**config.mk**
```make
export PLATFORM = sky130hd
export DESIGN_NAME = inventory_txn_sequencer_flat
export DESIGN_NICKNAME = d
export VERILOG_FILES = /design/src/rtl/inventory_txn_sequencer_if.sv /design/src/rtl/inventory_txn_sequencer.sv /design/src/flat_wrapper.sv
export SDC_FILE = /design/constraint.sdc
export NUM_CORES = 1
export LEC_CHECK = 0
export BUFFER_PORTS_ARGS = -buffer_cell sky130_fd_sc_hd__buf_2
export CAP_MARGIN = 20
export CORE_MARGIN = 5
export CORE_UTILIZATION = 30
export DETAILED_ROUTE_END_ITERATION = 16
export PLACE_DENSITY = 0.54
export RECOVER_POWER = 100
export SYNTH_ARGS = -nofsm -noshare
export SYNTH_HDL_FRONTEND = slang
export SYNTH_SLANG_ARGS = --single-unit
```
**constraint.sdc**
```tcl
create_clock -name clk -period 2.71 [get_ports clk]
set_clock_uncertainty 0.05 [all_clocks]
set_input_delay 0.4065 -clock clk [delete_from_list [all_inputs] [get_ports clk]]
set_output_delay 0.4065 -clock clk [all_outputs]
set_load 0.03 [all_outputs]
```
**src/rtl/inventory_txn_sequencer_if.sv**
```systemverilog
`default_nettype none
// ============================================================================
// Module      : inventory_txn_sequencer_if
// Description : Request/response handshake bundle for the inventory
//               transaction sequencer.
//               master : issues requests, consumes responses
//               slave  : the sequencer itself
//   req_valid/req_ready/req_op/req_qty/req_uprice : request channel
//   rsp_valid/rsp_ready/rsp_status/rsp_price      : response channel
// Revision    : 1.0 - initial release
// ============================================================================
interface inventory_txn_sequencer_if #(
    parameter int QW = 4,
    parameter int UW = 4,
    parameter int PW = 8
);
    logic          req_valid;
    logic          req_ready;
    logic          req_op;
    logic [QW-1:0] req_qty;
    logic [UW-1:0] req_uprice;
    logic          rsp_valid;
    logic          rsp_ready;
    logic [1:0]    rsp_status;
    logic [PW-1:0] rsp_price;

    modport master (
        output req_valid, req_op, req_qty, req_uprice, rsp_ready,
        input  req_ready, rsp_valid, rsp_status, rsp_price
    );

    modport slave (
        input  req_valid, req_op, req_qty, req_uprice, rsp_ready,
        output req_ready, rsp_valid, rsp_status, rsp_price
    );
endinterface
`default_nettype wire

```
**src/rtl/inventory_txn_sequencer.sv**
```systemverilog
`default_nettype none
// ============================================================================
// Module      : inventory_txn_sequencer
// Description : Owns the stock count and cash balance. Accepts one sell or
//               restock request at a time, forms price = qty * unit_price
//               with a bit-serial shift-add multiplier, checks stock/funds/
//               overflow, commits atomically and returns a status.
//   clk, reset        : clock, synchronous active-high reset
//   init_load/_count/_balance : load count/balance (IDLE only, wins over req)
//   bus (slave)       : request and response handshakes
//   count, balance    : current registered state
//   empty             : count == 0
//   Status codes: 0 OK, 1 NO_STOCK, 2 NO_FUNDS, 3 OVERFLOW
//   PW must equal QW+UW so the product always fits.
// Revision    : 1.0 - initial release
// ============================================================================
module inventory_txn_sequencer #(
    parameter int QW = 4,
    parameter int UW = 4,
    parameter int PW = 8
) (
    input  wire logic                      clk,
    input  wire logic                      reset,
    input  wire logic                      init_load,
    input  wire logic [QW-1:0]             init_count,
    input  wire logic [PW-1:0]             init_balance,
    inventory_txn_sequencer_if.slave       bus,
    output logic      [QW-1:0]             count,
    output logic      [PW-1:0]             balance,
    output logic                           empty
);

    localparam int SW = (QW > 1) ? $clog2(QW) : 1;
    localparam logic [SW-1:0] c_last_step = SW'(QW - 1);
    localparam logic [1:0] c_st_ok       = 2'd0;
    localparam logic [1:0] c_st_no_stock = 2'd1;
    localparam logic [1:0] c_st_no_funds = 2'd2;
    localparam logic [1:0] c_st_overflow = 2'd3;

    typedef enum logic [1:0] {
        S_IDLE = 2'd0,
        S_MUL  = 2'd1,
        S_EVAL = 2'd2,
        S_RESP = 2'd3
    } state_t;

    state_t        r_state;
    state_t        w_state_next;
    logic          w_accept;

    logic          r_op;
    logic [QW-1:0] r_qty;
    logic [UW-1:0] r_uprice;
    logic [PW-1:0] r_acc;
    logic [SW-1:0] r_step;
    logic [QW-1:0] r_count;
    logic [PW-1:0] r_balance;
    logic [1:0]    r_rsp_status;
    logic [PW-1:0] r_rsp_price;

    logic [PW-1:0] w_addend;
    logic [QW:0]   w_cnt_sum;
    logic [PW:0]   w_bal_sum;
    logic [1:0]    w_status;

    // ------------------------------------------------------------------
    // State register
    // ------------------------------------------------------------------
    always_ff @(posedge clk) begin
        if (reset) begin
            r_state <= S_IDLE;
        end else begin
            r_state <= w_state_next;
        end
    end

    // ------------------------------------------------------------------
    // Next state and handshake outputs
    // ------------------------------------------------------------------
    always_comb begin
        w_state_next  = r_state;
        bus.req_ready = 1'b0;
        bus.rsp_valid = 1'b0;
        w_accept      = 1'b0;
        case (r_state)
            S_IDLE: begin
                bus.req_ready = !init_load;
                w_accept      = bus.req_valid && !init_load;
                if (w_accept) begin
                    w_state_next = S_MUL;
                end
            end
            S_MUL: begin
                if (r_step == c_last_step) begin
                    w_state_next = S_EVAL;
                end
            end
            S_EVAL: begin
                w_state_next = S_RESP;
            end
            S_RESP: begin
                bus.rsp_valid = 1'b1;
                if (bus.rsp_ready) begin
                    w_state_next = S_IDLE;
                end
            end
            default: begin
                w_state_next = S_IDLE;
            end
        endcase
    end

    // ------------------------------------------------------------------
    // Multiplier step and evaluation arithmetic
    // ------------------------------------------------------------------
    assign w_addend  = PW'(r_uprice) << r_step;
    // Extra MSB on each sum is the overflow flag; the low bits double as
    // the committed value so no separate adder is needed.
    assign w_cnt_sum = {1'b0, r_count} + {1'b0, r_qty};
    assign w_bal_sum = {1'b0, r_balance} + {1'b0, r_acc};

    always_comb begin
        w_status = c_st_ok;
        if (r_op && (r_qty > r_count)) begin
            w_status = c_st_no_stock;
        end else if (!r_op && (r_acc > r_balance)) begin
            w_status = c_st_no_funds;
        end else if (!r_op && w_cnt_sum[QW]) begin
            w_status = c_st_overflow;
        end else if (r_op && w_bal_sum[PW]) begin
            w_status = c_st_overflow;
        end
    end

    // ------------------------------------------------------------------
    // Datapath registers
    // ------------------------------------------------------------------
    always_ff @(posedge clk) begin
        if (reset) begin
            r_op         <= 1'b0;
            r_qty        <= '0;
            r_uprice     <= '0;
            r_acc        <= '0;
            r_step       <= '0;
            r_count      <= '0;
            r_balance    <= '0;
            r_rsp_status <= '0;
            r_rsp_price  <= '0;
        end else begin
            case (r_state)
                S_IDLE: begin
                    if (init_load) begin
                        r_count   <= init_count;
                        r_balance <= init_balance;
                    end else if (w_accept) begin
                        r_op     <= bus.req_op;
                        r_qty    <= bus.req_qty;
                        r_uprice <= bus.req_uprice;
                        r_acc    <= '0;
                        r_step   <= '0;
                    end
                end
                S_MUL: begin
                    if (r_qty[r_step]) begin
                        r_acc <= r_acc + w_addend;
                    end
                    r_step <= r_step + SW'(1);
                end
                S_EVAL: begin
                    r_rsp_status <= w_status;
                    r_rsp_price  <= r_acc;
                    if (w_status == c_st_ok) begin
                        if (r_op) begin
                            r_count   <= r_count - r_qty;
                            r_balance <= w_bal_sum[PW-1:0];
                        end else begin
                            r_count   <= w_cnt_sum[QW-1:0];
                            r_balance <= r_balance - r_acc;
                        end
                    end
                end
                default: begin
                end
            endcase
        end
    end

    assign bus.rsp_status = r_rsp_status;
    assign bus.rsp_price  = r_rsp_price;
    assign count          = r_count;
    assign balance        = r_balance;
    assign empty          = (r_count == '0);

endmodule
`default_nettype wire

```
**src/flat_wrapper.sv**
```systemverilog
// flat-port wrapper written by rule: the top's interface ports become plain ports
module inventory_txn_sequencer_flat 
#(
    parameter int QW = 4,
    parameter int UW = 4,
    parameter int PW = 8
)
  (clk, reset, init_load, init_count, init_balance, count, balance, empty, bus_req_valid, bus_req_op, bus_req_qty, bus_req_uprice, bus_rsp_ready, bus_req_ready, bus_rsp_valid, bus_rsp_status, bus_rsp_price);
  inventory_txn_sequencer_if #(.QW(QW), .UW(UW), .PW(PW)) bus_i ();
  input  wire logic clk;
  input  wire logic reset;
  input  wire logic init_load;
  input  wire logic [QW-1:0] init_count;
  input  wire logic [PW-1:0] init_balance;
  output logic      [QW-1:0] count;
  output logic      [PW-1:0] balance;
  output logic empty;
  input wire logic [$bits(bus_i.req_valid)-1:0] bus_req_valid;
  input wire logic [$bits(bus_i.req_op)-1:0] bus_req_op;
  input wire logic [$bits(bus_i.req_qty)-1:0] bus_req_qty;
  input wire logic [$bits(bus_i.req_uprice)-1:0] bus_req_uprice;
  input wire logic [$bits(bus_i.rsp_ready)-1:0] bus_rsp_ready;
  output wire logic [$bits(bus_i.req_ready)-1:0] bus_req_ready;
  output wire logic [$bits(bus_i.rsp_valid)-1:0] bus_rsp_valid;
  output wire logic [$bits(bus_i.rsp_status)-1:0] bus_rsp_status;
  output wire logic [$bits(bus_i.rsp_price)-1:0] bus_rsp_price;
  assign bus_i.req_valid = bus_req_valid;
  assign bus_i.req_op = bus_req_op;
  assign bus_i.req_qty = bus_req_qty;
  assign bus_i.req_uprice = bus_req_uprice;
  assign bus_i.rsp_ready = bus_rsp_ready;
  assign bus_req_ready = bus_i.req_ready;
  assign bus_rsp_valid = bus_i.rsp_valid;
  assign bus_rsp_status = bus_i.rsp_status;
  assign bus_rsp_price = bus_i.rsp_price;
  inventory_txn_sequencer #(.QW(QW), .UW(UW), .PW(PW)) u_core (.clk(clk), .reset(reset), .init_load(init_load), .init_count(init_count), .init_balance(init_balance), .bus(bus_i), .count(count), .balance(balance), .empty(empty));
endmodule
```
==> results.ini, run 1 <==
[clock_network]
clock-root-buffer=clkbuf_8
path_clk_slew_ns=0.09
cts_buffers=5
clkSinkCount=43
cts_setup_buffers=0
clk_latency_ns=0.31
cts.path.max_buffers=2
htree_levels=2
cts_tree=done

[synthesis]
ys_seq_area_share_pct=25.91
synth_cell_types=64
synth_flop_cell=dfxtp_1
syn_avg_cell_area_um2=8.389
synth_top_cells_by_area=dfxtp_1 (26%), ha_1 (14%), mux2i_1 (5.7%)
ys_ff_latch=43
syn_nets=463
async_flop_share_pct=0
ys_warn_count=0
syn_inst=396
synth_top_area_cell=dfxtp_1
synth_top_area_share_pct=25.91
synth-edff-count=0
syn-cell-area_um2=3322

[floorplanning]
ios=51
die_x_um=115.2
dieArea_um2=13280
initial_core_util_pct=30.64
core_um2=10840
rows=38
die_h_um=115.2

[routing]
drc=0
ant_nets=0
wl_per_cell_um=15.19
viasPerCell=4.981
first_iter_violations=164
wl_um=8960
vias=2939
dr.pass1.iters=4

[place]
place_ws_ns=0.1529
portBuffers=50
dp.cells=582
place.gp.congestion=0.8592
placed_cell_area_um2=3776
hpwl_um=7134

[final_layout]
drive_gt1_share_pct=15.11
instances_no_fill=590
finalNetCount=516
design_area_um2=3831
area_delta_synth_final_pct=15.33
final_core_util_pct=35.34
insertedDiodeCount=0

[power]
leakagePower_nw=1.543
ir_worst_vdd_mv=0.4342
powerDensity_nw_per_um2=842.0

[sta]
setup_slack_ns=0.1778
worst_pin_slew_ns=1.085
post-route-min-period_ns=2.532
slew_headroom_pct=27.66
finalSetupViolCount=0
finalMaxSlewViolations=0
rsz0062_at_grt=false
fmax_ghz=0.3949
post-route-period-util_pct=93.44
tns_ns=0
hold_violations=0

[setup_path]
crit_chain=ha_1 > inv_1 > fa_1 > o21ba_2 > nor2_1 > nor3_1 > o2111a_2 > or2_1 > buf_4 > a311oi_2
worstSetupPathType=flop to flop
endpoint_kind=flop
crit_path_start_kind=flop
cp_slowest_cell=dfxtp_1
cp.arrival_ns=2.71
slowest_delay_ns=0.40
worst_ep_required_time_ns=2.89
worstPathMaxFanout=8

[global_routing]
track_usage_pct=13.35
gr-total-overflow=0
first_global_vias=2815
grt_pass1_wl_um=14000
grt_max_degree=31
antenna_found_initial=0

[worst_hold_path]
min_path_type=input port to flop

[job]
max-cap-violations=0

[run_status]
status=finished, final reports clean

[critical path: cells and delay by family, from the launching register on]
kind	cells	cell delay, ns
flops	1	0.40
buf+inv	2	0.24
simple gates	3	0.44
fa+ha+maj	2	0.57
compound gates	3	0.75
[flip-flops by register name, indices dropped and copies added, names as in the netlist]
signal	cells
u_core.r_state	2
u_core.balance	8
u_core.count	4
u_core.bus.rsp_price	8
u_core.r_step	2
u_core.r_acc	8
u_core.r_op	1
u_core.bus.rsp_status	2
u_core.r_qty	4
u_core.r_uprice	4
[worst paths after layout]
| path | start | endpoint | slack [ns] | cells after the start |
|---|---|---|---|---|
| setup / recovery | u_core.count[0] | u_core.count[3] | 0.18 | 10 |
| hold / removal | bus_req_uprice[3] | u_core.r_uprice[3] | 0.28 | 3 |
| setup reg to reg | u_core.count[0] | u_core.count[3] | 0.18 | 10 |
| hold reg to reg | u_core.bus.rsp_status[1] | u_core.bus.rsp_status[1] | 0.43 | 2 |
[per-stage QoR]
| step | power (mW) | hold WS (ns) |
|---|---|---|
| global placement | 2.817 | 0.4061 |
| global route | 3.482 | 0.2713 |
| finish | 3.226 | 0.2845 |
| detailed placement | 2.839 | 0.4165 |
| floorplan | 2.326 | 0.3983 |
| CTS | 3.288 | 0.2756 |
[report_power, final]
part	total (mW)	internal (mW)	switching [mW]
registers	0.880	0.746	0.134
clock network	0.441	0.185	0.256
logic	1.90	0.737	1.17
[synth_stat cells (5+ instances only)]
master and n:
a211oi_2 5, dfxtp_1 43, nand3_1 16, xnor2_1 6, o21ai_0 16, nand2_1 23
fa_1 5, nor2b_1 5, nand2b_1 12, nor3_1 15, nor2_1 37, inv_1 34
clkbuf_1 12, a22oi_1 5, a21oi_1 29, mux2i_1 19, ha_1 36
[repair_timing]
item,4_1_cts,5_1_grt
resized for setup,0,1
hold buffers,0,0
endpoints found under the setup margin,0,6
[area by class of cell]
type                            count  area, um2
Fill cell                        1145       7009
Multi-Input combinational cell    298       2235
Sequential cell                    43      862.1
Timing Repair Buffer               67      339.1
Tap cell                          140      175.2
Inverter                           34      127.6
Clock buffer                        5      68.82
Clock inverter                      3      23.77
[logic make-up (layout without fill, tap and decap cells)]
logic type / count (synthesis) / after routing / share of synthesized area (%)
xor gates and xnor gates: 7 / 7 / 1.846
buffers and inverters: 55 / 109 / 6.817
DFF: 43 / 43 / 25.91
adders and majority gates: 41 / 41 / 16.57
and+or+nand+nor: 131 / 131 / 19.77
AOI/OAI and AO/OA: 97 / 97 / 22.00
muxes: 22 / 22 / 7.081
[cell usage in the layout, fill, tap and decap left out, types with 3 or more instances in the layout]
| cell type | instances |
|---|---|
| dfxtp_1 | 42 |
| nor2_1 | 37 |
| ha_1 | 36 |
| inv_1 | 34 |
| a21oi_1 | 29 |
| clkbuf_1 | 27 |
| buf_2 | 25 |
| nand2_1 | 23 |
| mux2i_1 | 19 |
| o21ai_0 | 17 |
| nand3_1 | 16 |
| nor3_1 | 15 |
| buf_4 | 15 |
| nand2b_1 | 12 |
| xnor2_1 | 6 |
| nor2b_1 | 5 |
| a211oi_2 | 5 |
| a22oi_1 | 5 |
| fa_1 | 5 |
| clkbuf_8 | 5 |
| nand3b_1 | 4 |
| and2_1 | 4 |
| a211oi_1 | 4 |
| o31ai_1 | 4 |
| a311oi_2 | 4 |
| a21o_1 | 3 |
[layer usage]
layer	vias up	wire, um	global-route usage (%)
met5	-	0	0
met4	0	144	4.069
met3	10	292	2.211
met2	44	4468	24.15
met1	1375	4056	16.11
li1	1510	-	-
Power figures use the tool's default switching activity.
==> run 2: changes to the inputs <==
--- a/config.mk
+++ b/config.mk
@@ -7,10 +7,12 @@
 export LEC_CHECK = 0
 export BUFFER_PORTS_ARGS = -buffer_cell sky130_fd_sc_hd__buf_2
 export CAP_MARGIN = 20
+export CELL_PAD_IN_SITES_DETAIL_PLACEMENT = 2
+export CELL_PAD_IN_SITES_GLOBAL_PLACEMENT = 2
 export CORE_MARGIN = 5
 export CORE_UTILIZATION = 30
 export DETAILED_ROUTE_END_ITERATION = 16
-export PLACE_DENSITY = 0.54
+export PLACE_DENSITY = 0.78
 export RECOVER_POWER = 100
 export SYNTH_ARGS = -nofsm -noshare
 export SYNTH_HDL_FRONTEND = slang
==> run 2 against run 1 <==
Sequential cell count did not move. Register-to-register slack got worse by 0.05 ns. Critical path depth fell by 2. Non-clock buffer count did not move. Combinational power rose by 2%. Sequential power rose by 1%. Wire length rose by 20%. Worst hold slack barely moved. Clock-buffer cell count did not move. First-iteration DRC count fell by 45%.
==> results.ini, run 2 (synthesis results as in run 1) <==
[run_status]
status=finished, final reports clean

[clock_network]
cts_tree=done
clk_latency_ns=0.31  ; about the same
cts_buffers=5  ; unchanged
clkSinkCount=43  ; unchanged
path_clk_slew_ns=0.10  ; about the same
postCtsHoldBufs=0  ; unchanged
clock-root-buffer=clkbuf_8
htree_levels=2  ; unchanged
cts.path.max_buffers=2  ; unchanged

[global_routing]
top_usage_layer=met2
gr-total-overflow=0  ; unchanged
track_usage_pct=16.77  ; +3.4 points
grt_max_degree=27  ; -13%
use_met2_pct=30.86  ; +6.7 points
grtUsageMet3_pct=2.684  ; +0.47 points
grt_pass1_wl_um=17750  ; +27%
first_global_vias=3468  ; +23%
grtUsageMet1_pct=20.86  ; +4.7 points
antenna_found_initial=0  ; unchanged

[floorplanning]
rows=38  ; unchanged
initial_core_util_pct=30.64  ; unchanged
ios=51  ; unchanged
dieArea_um2=13280  ; unchanged
die_h_um=115.2  ; unchanged
core_um2=10840  ; unchanged
die_x_um=115.2  ; unchanged

[sta]
rsz0062_at_grt=false
post-route-period-util_pct=95.14  ; +1.7 points
post-route-min-period_ns=2.578  ; +0.04601 ns
worst_pin_slew_ns=0.7301  ; -0.3550 ns
finalMaxSlewViolations=0  ; unchanged
fmax_ghz=0.3879  ; -1.8%
slew_headroom_pct=51.33  ; +24 points
finalSetupViolCount=0  ; unchanged
hold_violations=0  ; unchanged

[final_layout]
mostFrequentLayoutCells=nor2_1 (37), dfxtp_1 (37), ha_1 (35), inv_1 (34), a21oi_1 (29)
area_delta_synth_final_pct=16.23
insertedDiodeCount=0  ; unchanged
final_core_util_pct=35.62  ; +0.28 points
finalNetCount=516  ; unchanged
drive_gt1_share_pct=16.44  ; +1.3 points

[power]
leakagePower_nw=1.566  ; +1.5%
powerDensity_nw_per_um2=874.5  ; +3.9%
finalPower_mw=3.377  ; +4.7%
ir_worst_vdd_mv=0.3156  ; -27%

[routing]
dr.pass1.iters=4  ; unchanged
viasPerCell=5.239  ; +5.2%
vias=3091  ; +5.2%
wl_um=10750  ; +20%
drc=0  ; unchanged
ant_nets=0  ; unchanged
first_iter_violations=90  ; -45%
wl_per_cell_um=18.22  ; +20%

[setup_path]
worstPathMaxFanout=10  ; +2
endpoint_kind=flop
worstSetupPathType=flop to flop
reg2regPathDepth=8  ; -2
worst_ep_required_time_ns=2.88  ; about the same
crit_path_start_kind=flop
cp.arrival_ns=2.75  ; +0.04 ns

[worst_hold_path]
min_path_type=input port to flop
min_path_cells=3  ; unchanged

[place]
hpwl_um=8597  ; +21%
place.gp.congestion=0.8589  ; about the same
portBuffers=50  ; unchanged

[job]
max-cap-violations=0  ; unchanged

==> run 2: cell count changes in the layout (fill, tap and decap cells not counted), moves of 2 or more <==
cell        before  now
dfxtp_1         42   37
dfxtp_2          1    6
a211oi_2         5    3
a211oi_1         4    6
clkinvlp_4       2    0
==> run 2: per-layer routing <==
layer / up-vias / wire (um)
li1: 1511 / -
met1: 1532 / 4850
met2: 42 / 5532
met3: 6 / 307
met4: 0 / 57
met5: - / 0
==> run 2: metrics by stage <==
stage | TNS, ns | cells | setup slack, ns | hold slack (ns) | cell area [um2]
final | 0 | 590 | 0.1318 | 0.2849 | 3861
after global routing | 0 | 590 | 0.004123 | 0.2802 | 3861
after CTS | 0 | 590 | 0.03005 | 0.2881 | 3892
after detailed placement | -0.1522 | 582 | -0.05339 | 0.4324 | 3776
after global placement | 0 | 582 | 0.06437 | 0.4093 | 3776
after floorplan | 0 | 396 | 0.1613 | 0.3983 | 3322
==> run 2: cell type report <==
class / instances / area [um2]
Clock buffer: 5 / 68.82
Clock inverter: 3 / 47.55
Fill cell: 1281 / 6979
Inverter: 34 / 127.6
Multi-Input combinational cell: 298 / 2227
Sequential cell: 43 / 868.3
Tap cell: 140 / 175.2
Timing Repair Buffer: 67 / 346.6
==> run 2: path summary, 6_finish.rpt <==
| kind | from | endpoint | slack [ns] |
|---|---|---|---|
| setup / recovery | u_core.r_acc[2] | u_core.count[1] | 0.13 |
| setup reg to reg | u_core.r_acc[2] | u_core.count[1] | 0.13 |
| hold / removal | bus_req_qty[0] | u_core.r_qty[0] | 0.28 |
| hold reg to reg | u_core.bus.rsp_status[1] | u_core.bus.rsp_status[1] | 0.45 |
==> run 2: power breakdown <==
group	switching [mW]	total (mW)	internal [mW]
clock network	0.266	0.546	0.280
registers	0.143	0.892	0.750
logic	1.22	1.94	0.715
total	1.63	3.38	1.75
==> run 2: what timing repair did <==
| action | CTS | global route |
|---|---|---|
| gates resized for setup | 1 | 8 |
| buffers inserted | 0 | 0 |
| endpoints found under the setup margin | 7 | 13 |
| hold endpoints to repair | 0 | 0 |
==> run 2: worst max-delay path, stage by stage, from the launching register on <==
cell and delay (ns):
dfxtp_2 0.40, inv_1 0.06, ha_1 0.37, nand2b_4 0.20
a221oi_4 0.28, a211oi_2 0.15, o2111a_2 0.29, or2_2 0.44
a211oi_1 0.26
